[config.mk]
export PLATFORM = sky130hd
export DESIGN_NAME = reconfig_multi_topology_a
export DESIGN_NICKNAME = d
export VERILOG_FILES = /design/src/rtl/reconfig_multi_topology_a.sv
export SDC_FILE = /design/constraint.sdc
export NUM_CORES = 1
export LEC_CHECK = 0
export CAP_MARGIN = 30
export CORE_UTILIZATION = 39
export CTS_CLUSTER_SIZE = 20
export DETAILED_ROUTE_END_ITERATION = 7
export PLACE_DENSITY_LB_ADDON = 0.05
export SLEW_MARGIN = 15
export SYNTH_ARGS = -nofsm -noshare
export SYNTH_HDL_FRONTEND = slang
export SYNTH_SLANG_ARGS = --single-unit
[constraint.sdc]
create_clock -name clk -period 2.9 [get_ports clk]
set_input_delay 0.58 -clock clk [delete_from_list [all_inputs] [get_ports clk]]
set_output_delay 0.58 -clock clk [all_outputs]
set_load 0.05 [all_outputs]
[src/rtl/reconfig_multi_topology_a.sv]
// Two-stage shared-adder datapath: {s1,s0} picks the operand pair, the sum is registered into y.
// Optional clamp to 2^WIDTH-1 when RECONFIG_MULTI_TOPOLOGY_A_SAT_EN is defined.
module reconfig_multi_topology_a #(
    parameter int WIDTH = 8
) (
    input  logic             clk,
    input  logic             rst_n,
    input  logic             in_valid,
    input  logic [WIDTH-1:0] a1,
    input  logic [WIDTH-1:0] a2,
    input  logic [WIDTH-1:0] a3,
    input  logic [WIDTH-1:0] b,
    input  logic             s0,
    input  logic             s1,
    output logic [WIDTH:0]   y,
    output logic             out_valid
);

    logic [WIDTH-1:0] a1_q, a1_d;
    logic [WIDTH-1:0] a2_q, a2_d;
    logic [WIDTH-1:0] a3_q, a3_d;
    logic [WIDTH-1:0] b_q, b_d;
    logic [1:0]       sel_q, sel_d;
    logic             valid1_q, valid1_d;
    logic [WIDTH:0]   y_q, y_d;
    logic             out_valid_q, out_valid_d;

    logic [WIDTH-1:0] op_a;
    logic [WIDTH-1:0] op_b;
    logic [WIDTH:0]   sum;
    logic [WIDTH:0]   result;

    // Stage 1 captures operands and select together so they are never mixed across cycles.
    always_comb begin
        a1_d     = a1_q;
        a2_d     = a2_q;
        a3_d     = a3_q;
        b_d      = b_q;
        sel_d    = sel_q;
        valid1_d = in_valid;
        if (in_valid) begin
            a1_d  = a1;
            a2_d  = a2;
            a3_d  = a3;
            b_d   = b;
            sel_d = {s1, s0};
        end
    end

    always_comb begin
        op_a = a1_q;
        op_b = b_q;
        case (sel_q)
            2'b00: begin op_a = a1_q; op_b = b_q;  end
            2'b01: begin op_a = a2_q; op_b = b_q;  end
            2'b10: begin op_a = a3_q; op_b = b_q;  end
            2'b11: begin op_a = a1_q; op_b = a2_q; end
            default: begin op_a = a1_q; op_b = b_q; end
        endcase
        sum = {1'b0, op_a} + {1'b0, op_b};
`ifdef RECONFIG_MULTI_TOPOLOGY_A_SAT_EN
        result = sum[WIDTH] ? {1'b0, {WIDTH{1'b1}}} : sum;
`else
        result = sum;
`endif
        // y only moves when stage 1 held a fresh sample; otherwise it keeps the last result.
        y_d         = valid1_q ? result : y_q;
        out_valid_d = valid1_q;
    end

    always_ff @(posedge clk or negedge rst_n) begin
        if (!rst_n) begin
            a1_q        <= '0;
            a2_q        <= '0;
            a3_q        <= '0;
            b_q         <= '0;
            sel_q       <= '0;
            valid1_q    <= 1'b0;
            y_q         <= '0;
            out_valid_q <= 1'b0;
        end else begin
            a1_q        <= a1_d;
            a2_q        <= a2_d;
            a3_q        <= a3_d;
            b_q         <= b_d;
            sel_q       <= sel_d;
            valid1_q    <= valid1_d;
            y_q         <= y_d;
            out_valid_q <= out_valid_d;
        end
    end

    assign y         = y_q;
    assign out_valid = out_valid_q;

endmodule

Yosys cells after proc, flatten, opt, wreduce, memory -nomap -nowiden
Index checks and enable logic that the tools add are counted.
{"block": "op_classes", "addsub": 1, "n_mul": 0, "div": 0, "n_lt_le_gt_ge": 0, "eq_ne": 3, "shifts": 0, "n_mux": 2, "n_bitwise": 0, "reduce_logical": 3}
{"cell": "8-bit case mux with 3 select lines", "n": 1}
{"cell": "8-bit case mux with 2 select lines", "n": 1}
{"cell": "8-bit by 8-bit adder with 9-bit output", "n": 1}
{"cell": "2-bit == test (second input constant)", "n": 2}
{"cell": "3-bit OR reduction", "n": 1}
{"cell": "2-bit by 1-bit == test with 1-bit output (second input constant)", "n": 1}
{"cell": "2-bit zero test", "n": 1}
{"cell": "2-bit OR reduction", "n": 1}
{"block": "totals", "ff_bits": 45, "latchBits": 0, "ram_bits": 0, "rom_bits": 0, "elab_cells": 17, "n_memories": 0}

Depth between registers and ports, before layout
{"block": "depth", "word_depth": 4, "ltp_mapped": 11, "ltp_nobuf": 10}

Least setup slack after synthesis
No wires, ideal clock.
{"block": "synth_path", "kind": "register to register", "start": "register sel_q[0]", "end": "register y_q[6] (netlist: y[6])", "setup_ps": 131, "arrival_ps": 2620, "t_required_ps": 2769, "path_slack_ps": 149, "stages_incl_launch_ff": 10, "synth_period_minus_slack_ps": 2751, "cell_sequence": "dfrtp_1 > ha_1 > clkbuf_1 > mux2_2 > ha_1 > fa_1 > a211oi_2 > o21bai_1 > and4b_1 > or3_1"}
{"block": "synth_via", "elab_chain_cells": 4, "word_cells_on_any_way": 9}
{"element": "start, declared", "line": "23", "source": "logic [1:0] sel_q, sel_d;"}
{"element": "start signal, assigned", "line": "86", "source": "sel_q <= sel_d;"}
{"element": "2-bit == test, or another cell as far along", "line": "53", "source": "case (sel_q)"}
{"element": "3-bit OR reduction (no line) or 2-bit OR reduction (tied branches)"}
{"element": "8-bit case mux with 2 select lines or 8-bit case mux with 3 select lines (tied branches)", "line": "53"}
{"element": "8-bit by 8-bit adder with 9-bit output (*)", "line": "60", "source": "sum = {1'b0, op_a} + {1'b0, op_b};"}
{"element": "end signal, assigned", "line": "88", "source": "y_q <= y_d;"}
{"element": "end, declared", "line": "25", "source": "logic [WIDTH:0] y_q, y_d;"}
Mark *: on every way between the ends. The rest lies on a longest branch, timed or not.
A chain may end at the register's enable or synchronous reset.

Final worst setup path
Ends and elaborated chain as after synthesis.

==> report_table.html <==
<table>
<tr><th>Metric</th><th>Value</th></tr>
<tr><th colspan="2">Drt</th></tr>
<tr><td>Initial drt markers</td><td>55</td></tr>
<tr><td>Aggregate routed wire length</td><td>around 4400 um</td></tr>
<tr><td>DRC errors left</td><td>0</td></tr>
<tr><td>Number of optimization iterations in the first detailed-route pass</td><td>4</td></tr>
<tr><td>Count of antenna-violating nets left after detailed routing</td><td>0</td></tr>
<tr><td>Routed WL per cell</td><td>14.1 um</td></tr>
<tr><td>Vias</td><td>between 1,500 and 2,000</td></tr>
<tr><td>Ratio of routed vias to standard cells</td><td>approximately 5</td></tr>
<tr><th colspan="2">Floorplanning</th></tr>
<tr><td>Height of the die</td><td>~78 um</td></tr>
<tr><td>Starting density of the core</td><td>approximately 40%</td></tr>
<tr><td>Area inside the core boundary</td><td>about 0.0056 mm2</td></tr>
<tr><td>Area of the die</td><td>between 0.006 and 0.007 mm2</td></tr>
<tr><td>Standard-cell rows</td><td>27</td></tr>
<tr><td>Die Width</td><td>78.4 um</td></tr>
<tr><td>IO Count</td><td>between 40 and 50</td></tr>
<tr><th colspan="2">Clocking</th></tr>
<tr><td>Number of hold buffers added after CTS</td><td>0</td></tr>
<tr><td>Clock root buffer</td><td>sky130_fd_sc_hd__clkbuf_8</td></tr>
<tr><td>CTS sink count</td><td>between 40 and 50</td></tr>
<tr><td>Insertion delay of the later-clocked pin in the worst-skew pair</td><td>about 0.3 ns</td></tr>
<tr><td>Post-CTS setup-driven buffer insertion count</td><td>0</td></tr>
<tr><td>Clock slew seen by the registers of the worst setup and hold paths</td><td>0.08 ns</td></tr>
<tr><td>TritonCTS clock tree</td><td>done</td></tr>
<tr><td>Number of H-tree levels</td><td>2</td></tr>
<tr><td>Buffers from clock root to sink, at most</td><td>2</td></tr>
<tr><td>Clock buffers created by TritonCTS</td><td>5</td></tr>
<tr><th colspan="2">Cells and area</th></tr>
<tr><td>Antenna diode instance count</td><td>0</td></tr>
<tr><td>Final net count</td><td>289</td></tr>
<tr><td>Final cell utilization of the core</td><td>roughly 53%</td></tr>
<tr><td>Share of cells above drive strength 1</td><td>24.9%</td></tr>
<tr><td>Area Growth Syn to Fin</td><td>29.8%</td></tr>
<tr><td>Post-route cell area</td><td>between 0.002 and 0.003 mm2</td></tr>
<tr><th colspan="2">STA</th></tr>
<tr><td>Number of hold violations in the final report</td><td>0</td></tr>
<tr><td>Sum Neg Setup Slack</td><td>0 ns</td></tr>
<tr><td>Crit share post-route</td><td>94.6%</td></tr>
<tr><td>Pins Over Slew Limit</td><td>0</td></tr>
<tr><td>Maximum operating frequency</td><td>roughly 0.36 GHz</td></tr>
<tr><td>Count of final setup violators</td><td>0</td></tr>
<tr><td>Post-layout minimum cycle time</td><td>between 2 and 3 ns</td></tr>
<tr><td>Relative max-transition margin</td><td>58.4%</td></tr>
<tr><td>RSZ-0062 raised after global routing</td><td>no</td></tr>
<tr><td>Worst hold margin</td><td>roughly 0.23 ns</td></tr>
<tr><td>Slew at the pin closest to its max-slew limit</td><td>approximately 0.62 ns</td></tr>
<tr><td>Max Clock Skew</td><td>roughly 0.0046 ns</td></tr>
<tr><th colspan="2">Synthesis</th></tr>
<tr><td>Simple-gate portion of the synthesized area</td><td>between 5 and 6%</td></tr>
<tr><td>Post-synthesis net count</td><td>roughly 240</td></tr>
<tr><td>Synthesis-stage register bit count</td><td>45</td></tr>
<tr><td>Average cell area after synthesis</td><td>about 12 um2</td></tr>
<tr><td>Adder and majority cell fraction of the synthesized area</td><td>approximately 6.9%</td></tr>
<tr><td>Compound-gate portion of the synthesized area</td><td>about an eighth</td></tr>
<tr><td>Count of synthesis-stage warnings from yosys</td><td>0</td></tr>
<tr><td>Main combinational cell family by area after synthesis</td><td>multiplexers</td></tr>
<tr><td>Synthesized cell area</td><td>roughly 0.0023 mm2</td></tr>
<tr><td>Share of the synthesized netlist area taken by xor and xnor gates</td><td>less than 1%</td></tr>
<tr><td>Synth unique cells</td><td>32</td></tr>
<tr><td>Mux contribution to synthesized area</td><td>21.7%</td></tr>
<tr><td>Gate count of the mapped netlist</td><td>around 190</td></tr>
<tr><td>Fraction of the yosys area taken by sequential cells</td><td>49.5%</td></tr>
<tr><th colspan="2">Min path</th></tr>
<tr><td>Tightest Hold Check Type</td><td>in -&gt; async</td></tr>
<tr><th colspan="2">Power and ir drop</th></tr>
<tr><td>Pwr/cell area</td><td>slightly below 700 mW/mm2</td></tr>
<tr><td>Total power</td><td>2020 uW</td></tr>
<tr><td>Worst ir drop on vdd</td><td>0.377 mV</td></tr>
<tr><td>Static Leakage</td><td>0.00124 uW</td></tr>
<tr><th colspan="2">Setup path</th></tr>
<tr><td>Critical Path, Cell by Cell</td><td>inv_1 -&gt; ha_1 -&gt; a22oi_1 -&gt; o21ai_0 -&gt; fa_2 -&gt; a211oi_2 -&gt; o21bai_1 -&gt; and4b_1 -&gt; or3_1</td></tr>
<tr><td>CP startpoint kind</td><td>flip-flop</td></tr>
<tr><td>Worst reg2reg path startpoint</td><td>sel_q[0]$_DFFE_PN0P_</td></tr>
<tr><td>CP arrival</td><td>slightly below 3 ns</td></tr>
<tr><td>Delay of the slowest cell on the worst path</td><td>0.48 ns</td></tr>
<tr><td>Crit. Startpoint</td><td>sel_q[0]$_DFFE_PN0P_</td></tr>
<tr><td>Critical path type</td><td>reg -&gt; reg</td></tr>
<tr><td>Critical-path cell with the highest stage delay</td><td>sky130_fd_sc_hd__fa_2</td></tr>
<tr><td>Highest net fanout along the worst path</td><td>3</td></tr>
<tr><td>Worst EP required</td><td>approximately 3.1 ns</td></tr>
<tr><td>Endpoint type of the worst setup path</td><td>flip-flop</td></tr>
<tr><th colspan="2">Global route</th></tr>
<tr><td>Largest net degree at the start of global routing</td><td>46</td></tr>
<tr><td>Remaining global-route overflow</td><td>0</td></tr>
<tr><td>Gr usage total</td><td>about 16%</td></tr>
<tr><td>Initial antenna violation count</td><td>0</td></tr>
<tr><td>Via count of the first global-routing pass</td><td>1,608</td></tr>
<tr><td>First-pass GRT wire length</td><td>about 7500 um</td></tr>
<tr><th colspan="2">Job</th></tr>
<tr><td>Max-cap violations</td><td>0</td></tr>
<tr><th colspan="2">Placement</th></tr>
<tr><td>Post-Place Cell Area</td><td>0.00281 mm2</td></tr>
<tr><td>Sum of net half-perimeters after detailed placement</td><td>~3300 um</td></tr>
<tr><td>Buffers on Ports</td><td>46</td></tr>
<tr><td>Gp weighted congestion</td><td>a little over 0.8</td></tr>
<tr><th colspan="2">Status</th></tr>
<tr><td>Result of the run</td><td>finished, final reports clean</td></tr>
</table>
-- cell families (layout without fill, tap and decap cells) --
logic type	after synthesis	after routing
AO/OA/AOI/OAI	45	45
flip-flops	45	45
AND/OR/NAND/NOR	28	28
multiplexers	44	44
adder cells (fa/ha/maj)	12	12
XOR/XNOR	2	2
buffers and inverters	16	65
-- worst max-delay path, delay by kind of cell, from the launching register on --
family          cells  cell delay [ns]
compound gates      4             0.82
fa+ha+maj           2             0.80
buf+inv             1             0.07
flops               1             0.39
simple gates        2             0.53
-- synthesized netlist by cell type --
master | n | share of area (%)
sky130_fd_sc_hd__ha_1 | 11 | 6.1
sky130_fd_sc_hd__nor3b_1 | 1 | 0.33
sky130_fd_sc_hd__clkbuf_1 | 4 | 0.66
sky130_fd_sc_hd__o211ai_1 | 1 | 0.33
sky130_fd_sc_hd__o21bai_1 | 1 | 0.33
sky130_fd_sc_hd__o21ai_0 | 19 | 4.2
sky130_fd_sc_hd__buf_2 | 6 | 1.3
sky130_fd_sc_hd__nor2b_1 | 2 | 0.55
sky130_fd_sc_hd__nand3b_1 | 1 | 0.33
sky130_fd_sc_hd__a22oi_1 | 8 | 2.6
sky130_fd_sc_hd__and4b_1 | 1 | 0.44
sky130_fd_sc_hd__mux2i_1 | 2 | 0.88
sky130_fd_sc_hd__a21oi_1 | 7 | 1.5
sky130_fd_sc_hd__mux2_2 | 42 | 21
sky130_fd_sc_hd__o22ai_1 | 2 | 0.55
sky130_fd_sc_hd__xor2_1 | 1 | 0.39
sky130_fd_sc_hd__dfrtp_1 | 45 | 50
sky130_fd_sc_hd__a21o_1 | 1 | 0.33
sky130_fd_sc_hd__or3_1 | 1 | 0.28
sky130_fd_sc_hd__o32ai_1 | 1 | 0.39
sky130_fd_sc_hd__nor2_1 | 5 | 0.83
sky130_fd_sc_hd__xnor2_1 | 1 | 0.39
sky130_fd_sc_hd__nand4b_1 | 1 | 0.39
sky130_fd_sc_hd__nand3_1 | 1 | 0.22
sky130_fd_sc_hd__buf_1 | 1 | 0.16
sky130_fd_sc_hd__fa_1 | 1 | 0.88
sky130_fd_sc_hd__a211oi_1 | 3 | 0.99
sky130_fd_sc_hd__a211oi_2 | 1 | 0.55
sky130_fd_sc_hd__a21o_2 | 1 | 0.39
sky130_fd_sc_hd__inv_1 | 5 | 0.83
sky130_fd_sc_hd__nand2_1 | 14 | 2.3
sky130_fd_sc_hd__nor3_1 | 1 | 0.22
-- power by group --
group | switching [uW] | leakage, uW | internal [uW]
sequential | 57.2 | 0.000527 | 725
clock | 210 | 0.0000574 | 280
combinational | 422 | 0.000652 | 330
total | 690 | 0.00124 | 1330
-- flip-flops by register name, summed over array words and instances (netlist names) --
register and count:
a1_q 8, out_valid_d 1, a2_q 8, y 9, sel_q 2, a3_q 8
out_valid 1, b_q 8
-- through the flow --
step | std cells | worst slack (ns)
floorplan | 192 | 0.149
CTS | 312 | 0.0646
global route | 313 | 0.00849
finish | 313 | 0.156
global placement | 304 | 0.209
detailed placement | 304 | 0.0880
-- layout make-up --
class,instances,area (um2)
multi-input cells,131,1080
repair buffers,52,513
fillers,508,2620
well taps,72,90.1
inverters,5,18.8
clock buffers,6,82.6
clock inverters,2,37.5
flip-flops and latches,45,1130
-- routing by layer --
| layer | vias up | track usage (%) | wire (um) |
|---|---|---|---|
| met1 | 736 | 20.7 | 2110 |
| met2 | 31 | 25.7 | 2140 |
| met4 | 0 | 5.56 | 48 |
| met5 | - | 0 | 0 |
| met3 | 4 | 3.84 | 116 |
| li1 | 790 | - | - |
-- final timing paths --
path	end	slack, ns	cells past startpoint
setup / recovery	y[6]$_DFFE_PN0P_	0.16	9
hold / removal	y[1]$_DFFE_PN0P_	0.23	1
setup reg to reg	y[6]$_DFFE_PN0P_	0.16	9
hold reg to reg	b_q[0]$_DFFE_PN0P_	0.51	1
max in group asynchronous	a2_q[4]$_DFFE_PN0P_	2.18	2
min in group clk	b_q[0]$_DFFE_PN0P_	0.51	1
-- layout by cell type, fill, tap and decap left out, types with 2 or more instances in the layout --
cell / Yosys / routed
sky130_fd_sc_hd__dfrtp_1: 45 / 45
sky130_fd_sc_hd__clkdlybuf4s50_1: 0 / 45
sky130_fd_sc_hd__mux2_2: 42 / 42
sky130_fd_sc_hd__o21ai_0: 19 / 19
sky130_fd_sc_hd__nand2_1: 14 / 14
sky130_fd_sc_hd__ha_1: 11 / 11
sky130_fd_sc_hd__a22oi_1: 8 / 8
sky130_fd_sc_hd__a21oi_1: 7 / 7
sky130_fd_sc_hd__clkbuf_8: 0 / 6
sky130_fd_sc_hd__inv_1: 5 / 5
sky130_fd_sc_hd__nor2_1: 5 / 5
sky130_fd_sc_hd__buf_4: 0 / 5
sky130_fd_sc_hd__a211oi_1: 3 / 3
sky130_fd_sc_hd__mux2i_1: 2 / 2
sky130_fd_sc_hd__nor2b_1: 2 / 2
sky130_fd_sc_hd__o22ai_1: 2 / 2
-- what timing repair did --
item                                    4_1_cts  5_1_grt
hold endpoints to repair                      0        0
endpoints found under the setup margin        0        1
gates resized for setup                       0        1
Power figures use the tool's default switching activity.
